### src/rtl/reg_chan_accum.sv
// reg_chan_accum: multi-channel pass/sum/accumulate/max datapath with a valid pipeline
module reg_chan_accum #(
  parameter int N = 32,
  parameter int CHANNELS = 3,
  parameter int DEPTH = 2,
  localparam int SELW = $clog2(CHANNELS)
) (
  input  logic                  clk,
  input  logic                  rst,
  input  logic [CHANNELS*N-1:0] IN_vals,
  input  logic [SELW-1:0]       IN_sel,
  input  logic [1:0]            IN_mode,
  input  logic                  IN_valid,
  input  logic                  IN_ctrl,
  output logic [N-1:0]          OUT_valA,
  output logic                  OUT_valid,
  output logic                  OUT_ovf
);
  localparam int SW = N + SELW;
  logic [N-1:0] ch [CHANNELS];
  logic [N-1:0] sel_ch, mx, acc, res;
  logic [SW-1:0] sum;
  logic [N:0] acc_sum;
  logic ovf;
  logic [N-1:0] pd [DEPTH];
  logic [DEPTH-1:0] po, pv;
  for (genvar k = 0; k < CHANNELS; k++) begin : g_ch
    assign ch[k] = IN_vals[k*N +: N];
  end
  // out-of-range selects fall back to channel 0; max keeps the lowest index on ties
  always_comb begin
    sel_ch = ch[0];
    mx = ch[0];
    sum = '0;
    for (int i = 0; i < CHANNELS; i++) begin
      sel_ch = (IN_sel == SELW'(i)) ? ch[i] : sel_ch;
      mx = (ch[i] > mx) ? ch[i] : mx;
      sum = sum + SW'(ch[i]);
    end
  end
  assign acc_sum = {1'b0, acc} + {1'b0, sel_ch};
  assign res = IN_ctrl ? '0 :
               IN_mode == 2'd0 ? sel_ch :
               IN_mode == 2'd1 ? sum[N-1:0] :
               IN_mode == 2'd2 ? acc_sum[N-1:0] : mx;
  assign ovf = !IN_ctrl && (IN_mode == 2'd1 ? |sum[SW-1:N] : IN_mode == 2'd2 && acc_sum[N]);
  // accumulator moves only on accepted ACC beats; ctrl clears it instead of adding
  always_ff @(posedge clk or posedge rst)
    if (rst) acc <= '0;
    else if (IN_valid && IN_mode == 2'd2) acc <= IN_ctrl ? '0 : acc_sum[N-1:0];
  // valid bits always shift; data only advances behind a valid bit so the output holds
  always_ff @(posedge clk or posedge rst)
    if (rst) begin
      pv <= '0;
      po <= '0;
      for (int i = 0; i < DEPTH; i++) pd[i] <= '0;
    end else begin
      pv[0] <= IN_valid;
      if (IN_valid) begin
        pd[0] <= res;
        po[0] <= ovf;
      end
      for (int i = 1; i < DEPTH; i++) begin
        pv[i] <= pv[i-1];
        if (pv[i-1]) begin
          pd[i] <= pd[i-1];
          po[i] <= po[i-1];
        end
      end
    end
  assign OUT_valA = pd[DEPTH-1];
  assign OUT_valid = pv[DEPTH-1];
  assign OUT_ovf = po[DEPTH-1];
endmodule
### config.mk
export PLATFORM = sky130hd
export DESIGN_NAME = reg_chan_accum
export DESIGN_NICKNAME = d
export VERILOG_FILES = /design/src/rtl/reg_chan_accum.sv
export SDC_FILE = /design/constraint.sdc
export NUM_CORES = 1
export LEC_CHECK = 0
export CORE_MARGIN = 3
export CORE_UTILIZATION = 55
export CTS_CLUSTER_SIZE = 20
export DETAILED_ROUTE_END_ITERATION = 16
export PLACE_DENSITY_LB_ADDON = 0.25
export RECOVER_POWER = 25
export REMOVE_ABC_BUFFERS = 1
export SLEW_MARGIN = 0
export SYNTH_ARGS = -nofsm -noshare
export SYNTH_HDL_FRONTEND = slang
export SYNTH_SLANG_ARGS = --single-unit
### constraint.sdc
create_clock -name clk -period 6.9 [get_ports clk]
set_input_delay 1.035 -clock clk [delete_from_list [all_inputs] [get_ports clk]]
set_output_delay 1.035 -clock clk [all_outputs]
set_load 0.01 [all_outputs]
==> results of run 1 <==
[power by group]
part           switching [mW]  internal [mW]
combinational            1.20          0.956
sequential              0.105          0.753
clock                   0.265          0.284
total                    1.57           1.99
[layout make-up]
cell class	instances	area (um^2)
Multi-Input combinational cell	1068	8335
Fill cell	1737	6798
Sequential cell	100	2502
Timing Repair Buffer	214	1942
Tap cell	270	337.8
Clock buffer	11	232.7
Inverter	58	219.0
Clock inverter	5	62.56
[flip-flops by register name (all words and copies together), names as in the netlist]
| signal | flops |
|---|---|
| acc | 32 |
| po | 2 |
| pv | 2 |
| OUT_valA | 32 |
| pd | 32 |
[cells in the mapped netlist, types with 8 or more instances]
cell / n / area share [%]
a21oi_1: 125 / 5.4
mux2_2: 35 / 3.4
a211oi_1: 55 / 3.6
nand4_1: 21 / 1.1
nor2b_1: 14 / 0.76
xor2_1: 19 / 1.4
o2bb2ai_1: 11 / 0.83
a22o_1: 22 / 1.7
nor4_1: 9 / 0.49
clkbuf_1: 54 / 1.8
a31oi_1: 16 / 0.86
dfrtp_1: 100 / 22
o21bai_1: 12 / 0.78
and2_1: 9 / 0.49
nand2_1: 82 / 2.7
buf_4: 33 / 2.1
inv_1: 57 / 1.8
nand3_1: 24 / 1.0
and3_1: 9 / 0.49
xnor2_1: 34 / 2.6
ha_1: 127 / 14
nor2_1: 87 / 2.8
a21o_1: 38 / 2.5
fa_1: 34 / 5.9
nor3_1: 15 / 0.65
o221ai_1: 11 / 0.83
o211ai_1: 16 / 1.0
mux2i_1: 72 / 6.2
o21ai_0: 73 / 3.2
nand2b_1: 8 / 0.43
[worst max-delay path, delay by kind of cell]
| kind | cells | cell delay (ns) |
|---|---|---|
| fa+ha+maj | 2 | 0.51 |
| buf+inv | 4 | 1.02 |
| compound gates | 6 | 1.41 |
| simple gates | 7 | 2.36 |
| mux | 1 | 0.26 |
[routing by layer]
| layer | track usage, % | routed length, um | share of wire [%] | up-vias |
|---|---|---|---|---|
| li1 | - | - | - | 5189 |
| met1 | 44.76 | 15390 | 40 | 5381 |
| met2 | 54.25 | 17560 | 46 | 669 |
| met3 | 5.326 | 3811 | 9.9 | 109 |
| met4 | 14.55 | 1613 | 4.2 | 0 |
| met5 | 0 | 0 | 0 | - |
[cell families after synthesis]
| kind of cell | synth area share, % |
|---|---|
| AND/OR/NAND/NOR | 12.43 |
| adder cells (fa/ha/maj) | 19.61 |
| XOR/XNOR | 4.010 |
| AO/OA/AOI/OAI | 26.05 |
| multiplexers | 9.728 |
| flip-flops | 21.62 |
| buffers and inverters | 6.561 |
[what timing repair did]
item	4_1_cts	5_1_grt
setup endpoints to repair	0	16
setup buffers	0	4
hold buffers	0	0
[final timing paths]
| check | to | slack [ns] | cells past startpoint |
|---|---|---|---|
| setup / recovery | pd[32] | 0.52 | 20 |
| hold / removal | pd[51] | 0.49 | 1 |
| setup reg to reg | pd[63] | 3.56 | 10 |
| hold reg to reg | pd[51] | 0.49 | 1 |
| max in group asynchronous | acc[29] | 3.57 | 3 |
| min in group asynchronous | pv[1] | 1.63 | 2 |
[through the flow]
stage | cells | cell area, um^2
6_report | 1726 | 13630
5_1_grt | 1726 | 13630
4_1_cts | 1722 | 13610
3_5_place_dp | 1706 | 13320
3_3_place_gp | 1706 | 13320
2_1_floorplan | 1226 | 11030
==> reports/metrics.csv, run 1 <==
stage,metric,value,unit
placed_design,gp_congestion,0.9677,
pwr,peakVddDrop,160.7,uV
global_route,grt_util_all_layers,33.60,%
timing,fin_skew,0.01086,ns
final_layout,syn2layout_area_growth,17.76,%
setup_path,critPathLaunchType,input pin,
drt,viasPerCell,6.575,
cts,clk_path_buf_depth,2,
global_route,grt_pass1_vias,10945,
drt,wl,38380,um
timing,finalSetupViolations,0,
flow_run,cap_violations,2,
global_route,grt_max_degree,76,
logic_synthesis,async_reset_ff_share,100.0,%
worst_hold_path,hp-start,pd[51],
setup_path,critPathKind,in -> reg,
final_layout,n_antenna_cell,0,
logic_synthesis,synth_edf_count,0,
logic_synthesis,yosys_warnings,0,
placed_design,port_buffers,137,
drt,dr.pass1.iters,6,
timing,max_clock_freq,156.7,MHz
drt,drt_iter0_markers,1356,
final_layout,finalNetCount,1716,
final_layout,utilization,66.73,%
placed_design,dp_hpwl,28440,um
timing,rsz0062_at_grt,no,
setup_path,r2r_start,acc[2],
floorplan,initial_core_util,56.66,%
global_route,grt_overflow,0,
timing,hold_slack,0.4870,ns
cts,htree_levels,3,
timing,finalCritPeriodShare,92.50,%
logic_synthesis,seq_area_frac_synth,21.62,%
pwr,leakage,6.270,nW
outcome,violations,"max-capacitance violations, max-slew violations",
setup_path,startpoint,IN_vals[24],
global_route,antenna_found_initial,0,
logic_synthesis,yosysUniqueCellTypes,77,
placed_design,place_ws,-0.2040,ns
floorplan,core,0.02043,mm^2
timing,max_slew_margin,-36.80,%
timing,fin_crit,6.382,ns
global_route,grt_pass1_wl,59340,um
drt,drc,0,
cts,cts_resized,0,
setup_path,slowest_stage,nor4bb_1,
drt,routed-via-count,11348,
setup_path,cp_data_required_time,7.11,ns
setup_path,path_cells,clkdlybuf4s50_1 -> inv_1 -> ha_1 -> and3_1 -> a221oi_2 -> o22ai_1 -> or4_1 -> a21boi_4 -> buf_4 -> mux2i_1 -> ha_1 -> nand4_1 -> nor4bb_1 -> nor2b_1 -> o31a_1 -> nor2_4 -> or3_1 -> buf_4 -> o221ai_1 -> o21ai_0,
worst_hold_path,hold_path_class,reg -> reg,
logic_synthesis,synth_area,0.01158,mm^2
cts,cts_buffers,9,
cts,clock_sinks,100,
cts,insertion_delay,0.37,ns
floorplan,rows,52,
setup_path,path_max_fanout,6,
final_layout,layout-drive-gt1-share,10.10,%
timing,worstMarginPinSlew,2.041,ns
timing,finalHoldViolations,0,
drt,ant_nets,0,
logic_synthesis,ys_seq_elements,100,
logic_synthesis,synth_flop_cell,dfrtp_1,
floorplan,die_w,151.1,um
final_layout,layout_common_cells,"133 x clkdlybuf4s50_1, 127 x ha_1, 125 x a21oi_1",
floorplan,die_h,151.1,um
pwr,power.density,261.2,mW/mm^2
logic_synthesis,synthCells,1326,
drt,wl_per_cell,22.24,um
logic_synthesis,syn_avg_cell_area,8.730,um^2
outcome,status,"complete, but fails checks",
setup_path,worstPathArrival,6.59,ns
floorplan,die_area,0.02282,mm^2
setup_path,end_kind,flip-flop,
pwr,power,3.561,mW
cts,clockRootBuffer,clkbuf_16,
timing,tns,0,ns
setup_path,cp_slowest_stage_delay,0.57,ns
cts,cts_tree,done,
final_layout,final_common_cell,clkdlybuf4s50_1,
floorplan,num_io_pins,138,
timing,fin_ws,0.5176,ns
timing,final_max_slew_viol_count,69,
cts,clkTransAtPathRegs,0.07,ns
Power figures use the tool's default switching activity.
==> inputs of run 2 (changes only) <==
Settings changed: ABC_AREA set to 1.
==> reports/metrics.csv, run 2 <==
stage,metric,value,unit
final_layout,final_common_cell,nand2_1,
cts,cts_buffers,9,
global_route,grt_overflow,0,
final_layout,fin_cells,2227,
logic_synthesis,synth_most_common_cell,nand2_1,
final_layout,fillCellCount,2073,
drt,drt_iter0_markers,1362,
cts,hold_buffers,0,
cts,clockRootBuffer,clkbuf_16,
logic_synthesis,ys_top_cells_by_area,"dfrtp_1 20%, nand2_1 16%, ha_1 13%",
logic_synthesis,async_reset_ff_share,100.0,%
logic_synthesis,yosysTopAreaCellShare,20.18,%
timing,final_max_slew_viol_count,35,
global_route,grt_util_all_layers,36.53,%
timing,max_slew_margin,-24.07,%
logic_synthesis,synth_area,0.01240,mm^2
placed_design,gp_congestion,1.061,
flow_run,cap_violations,1,
logic_synthesis,synth_compound_area_share,18.16,%
global_route,grt_max_degree,75,
setup_path,cp_slowest_stage_delay,0.53,ns
floorplan,rows,54,
drt,viasPerCell,5.989,
logic_synthesis,synth_top_family_by_area,simple AND/OR/NAND/NOR gates,
setup_path,critPathKind,in -> reg,
worst_hold_path,hp-start,pd[61],
final_layout,syn2layout_area_growth,13.05,%
placed_design,dp_cells,2211,
drt,drc,0,
logic_synthesis,synthAdderAreaFrac,18.30,%
setup_path,slowest_stage,clkdlybuf4s50_1,
outcome,status,"complete, but fails checks",
final_layout,n_antenna_cell,0,
cts,cts_tree,done,
cts,clkTransAtPathRegs,0.08,ns
placed_design,dp_hpwl,37230,um
logic_synthesis,synth.mux.area_fraction,2.996,%
timing,tns,0,ns
timing,max_clock_freq,166.9,MHz
drt,ant_nets,0,
final_layout,layout_common_cells,"516 x nand2_1, 207 x inv_1, 161 x nor2_1",
logic_synthesis,ys_seq_elements,100,
setup_path,path_delay_family,simple AND/OR/NAND/NOR gates,
setup_path,worstPathArrival,6.24,ns
timing,fin_crit,5.991,ns
global_route,grt_pass1_vias,12587,
final_layout,seq_area,0.002502,mm^2
cts,cts_resized,0,
logic_synthesis,synth_edf_count,0,
drt,wl,45180,um
setup_path,r2r_end,pd[62],
setup_path,path_max_fanout,40,
timing,worstMarginPinSlew,1.861,ns
logic_synthesis,synthCells,1866,
floorplan,die_h,156.2,um
worst_hold_path,hold_end,pd[61],
timing,finalCritPeriodShare,86.83,%
timing,rsz0062_at_grt,no,
setup_path,ff2ff_setup_slack,4.05,ns
cts,clock_sinks,100,
cts,post_cts_buffers,0,
global_route,antenna_found_initial,0,
logic_synthesis,synth_flop_cell,dfrtp_1,
floorplan,die_area,0.02439,mm^2
setup_path,critPathLaunchType,input pin,
drt,dr.pass1.iters,6,
timing,finalSetupViolations,0,
setup_path,path_common_cell,nand2_1,
logic_synthesis,synthXorXnorAreaFrac,1.907,%
floorplan,initial_core_util,56.48,%
worst_hold_path,min_path_cells,2,
logic_synthesis,synth_common_cells,"516 x nand2_1, 208 x inv_1, 161 x nor2_1, 153 x a21oi_1, 149 x o21ai_0",
setup_path,cp_data_required_time,7.15,ns
floorplan,core,0.02196,mm^2
setup_path,path_buf_inv,4,
logic_synthesis,yosys_warnings,0,
final_layout,finalNetCount,2207,
timing,finalHoldViolations,0,
outcome,violations,"max-capacitance violations, max-slew violations",
placed_design,port_buffers,137,
logic_synthesis,seq_area_frac_synth,20.18,%
timing,fin_skew,0.008344,ns
cts,htree_levels,3,
final_layout,layout-drive-gt1-share,4.622,%
drt,routed-via-count,13338,
logic_synthesis,synth.largest_area_cell,dfrtp_1,
setup_path,r2r_start,acc[0],
logic_synthesis,yosysUniqueCellTypes,48,
cts,insertion_delay,0.35,ns
floorplan,num_io_pins,138,
worst_hold_path,hold_path_class,reg -> reg,
final_layout,multiInputGateArea,0.008605,mm^2
logic_synthesis,synthSimpleGateAreaFrac,28.01,%
global_route,grt_pass1_wl,69100,um
drt,wl_per_cell,20.29,um
setup_path,end_kind,flip-flop,
cts,clk_path_buf_depth,2,
pwr,power.density,245.1,mW/mm^2
logic_synthesis,syn_avg_cell_area,6.647,um^2
pwr,peakVddDrop,166.2,uV
pwr,leakage,7.128,nW
setup_path,reg2regPathDepth,20,
floorplan,die_w,156.2,um
-- run 2: worst max-delay path by stage --
stage	startpoint	to	depth (start not counted)
6_report	IN_vals[31]	pd[36]	28
5_1_grt	IN_vals[27]	pd[34]	27
4_1_cts	IN_vals[31]	pd[54]	29
3_5_place_dp	IN_vals[31]	pd[54]	25
3_3_place_gp	IN_vals[19]	pd[34]	27
2_1_floorplan	IN_vals[31]	pd[51]	22
-- run 2: logic make-up after synthesis --
kind of cell,after synthesis
AOI/OAI and AO/OA,401
xor gates and xnor gates,27
adders and majority gates,161
buffers and inverters,298
DFF,100
muxes,33
and+or+nand+nor,846
-- run 2: tightest hold or removal path: stages, from the launching register on --
cell and delay, ns:
dfrtp_1 0.34, nand2_1 0.05, nand2_1 0.06
-- run 2: power breakdown --
| part | switching (mW) | leakage (nW) | internal [mW] |
|---|---|---|---|
| Combinational | 1.35 | 5.69 | 0.756 |
| Clock | 0.245 | 0.143 | 0.262 |
| Sequential | 0.0980 | 1.30 | 0.724 |
| Total | 1.69 | 7.13 | 1.74 |
-- run 2: layer usage --
metal  vias to the layer above  share of wire [%]  global-route usage [%]  wire (um)
met1                      6220                 43                   52.09      19530
met5                         -                  0                       0          0
li1                       6291                  -                       -          -
met3                       112                 10                   6.491       4569
met4                         0                3.9                   13.17       1759
met2                       715                 43                   55.67      19320
-- run 2: area by class of cell --
cell class	instances	share of cell area (%)
multi-input cells	1468	61.36
flip-flops and latches	100	17.85
repair buffers	151	10.50
inverters	212	5.684
well taps	280	2.498
clock buffers	10	1.704
clock inverters	6	0.4015
-- run 2: metrics by stage --
step / power, mW / hold WS (ns) / worst slack [ns] / cell area (um^2) / util [%]
2_1_floorplan: 2.156 / 0.4434 / 1.742 / 11900 / -
3_3_place_gp: 2.820 / 0.4585 / 0.7520 / 13730 / 62.54
3_5_place_dp: 2.860 / 0.4649 / 0.6944 / 13730 / 62.54
4_1_cts: 3.377 / 0.4850 / 1.047 / 14030 / 63.88
5_1_grt: 3.692 / 0.5025 / 0.5746 / 14020 / 63.86
6_report: 3.437 / 0.4855 / 0.9089 / 14020 / 63.86
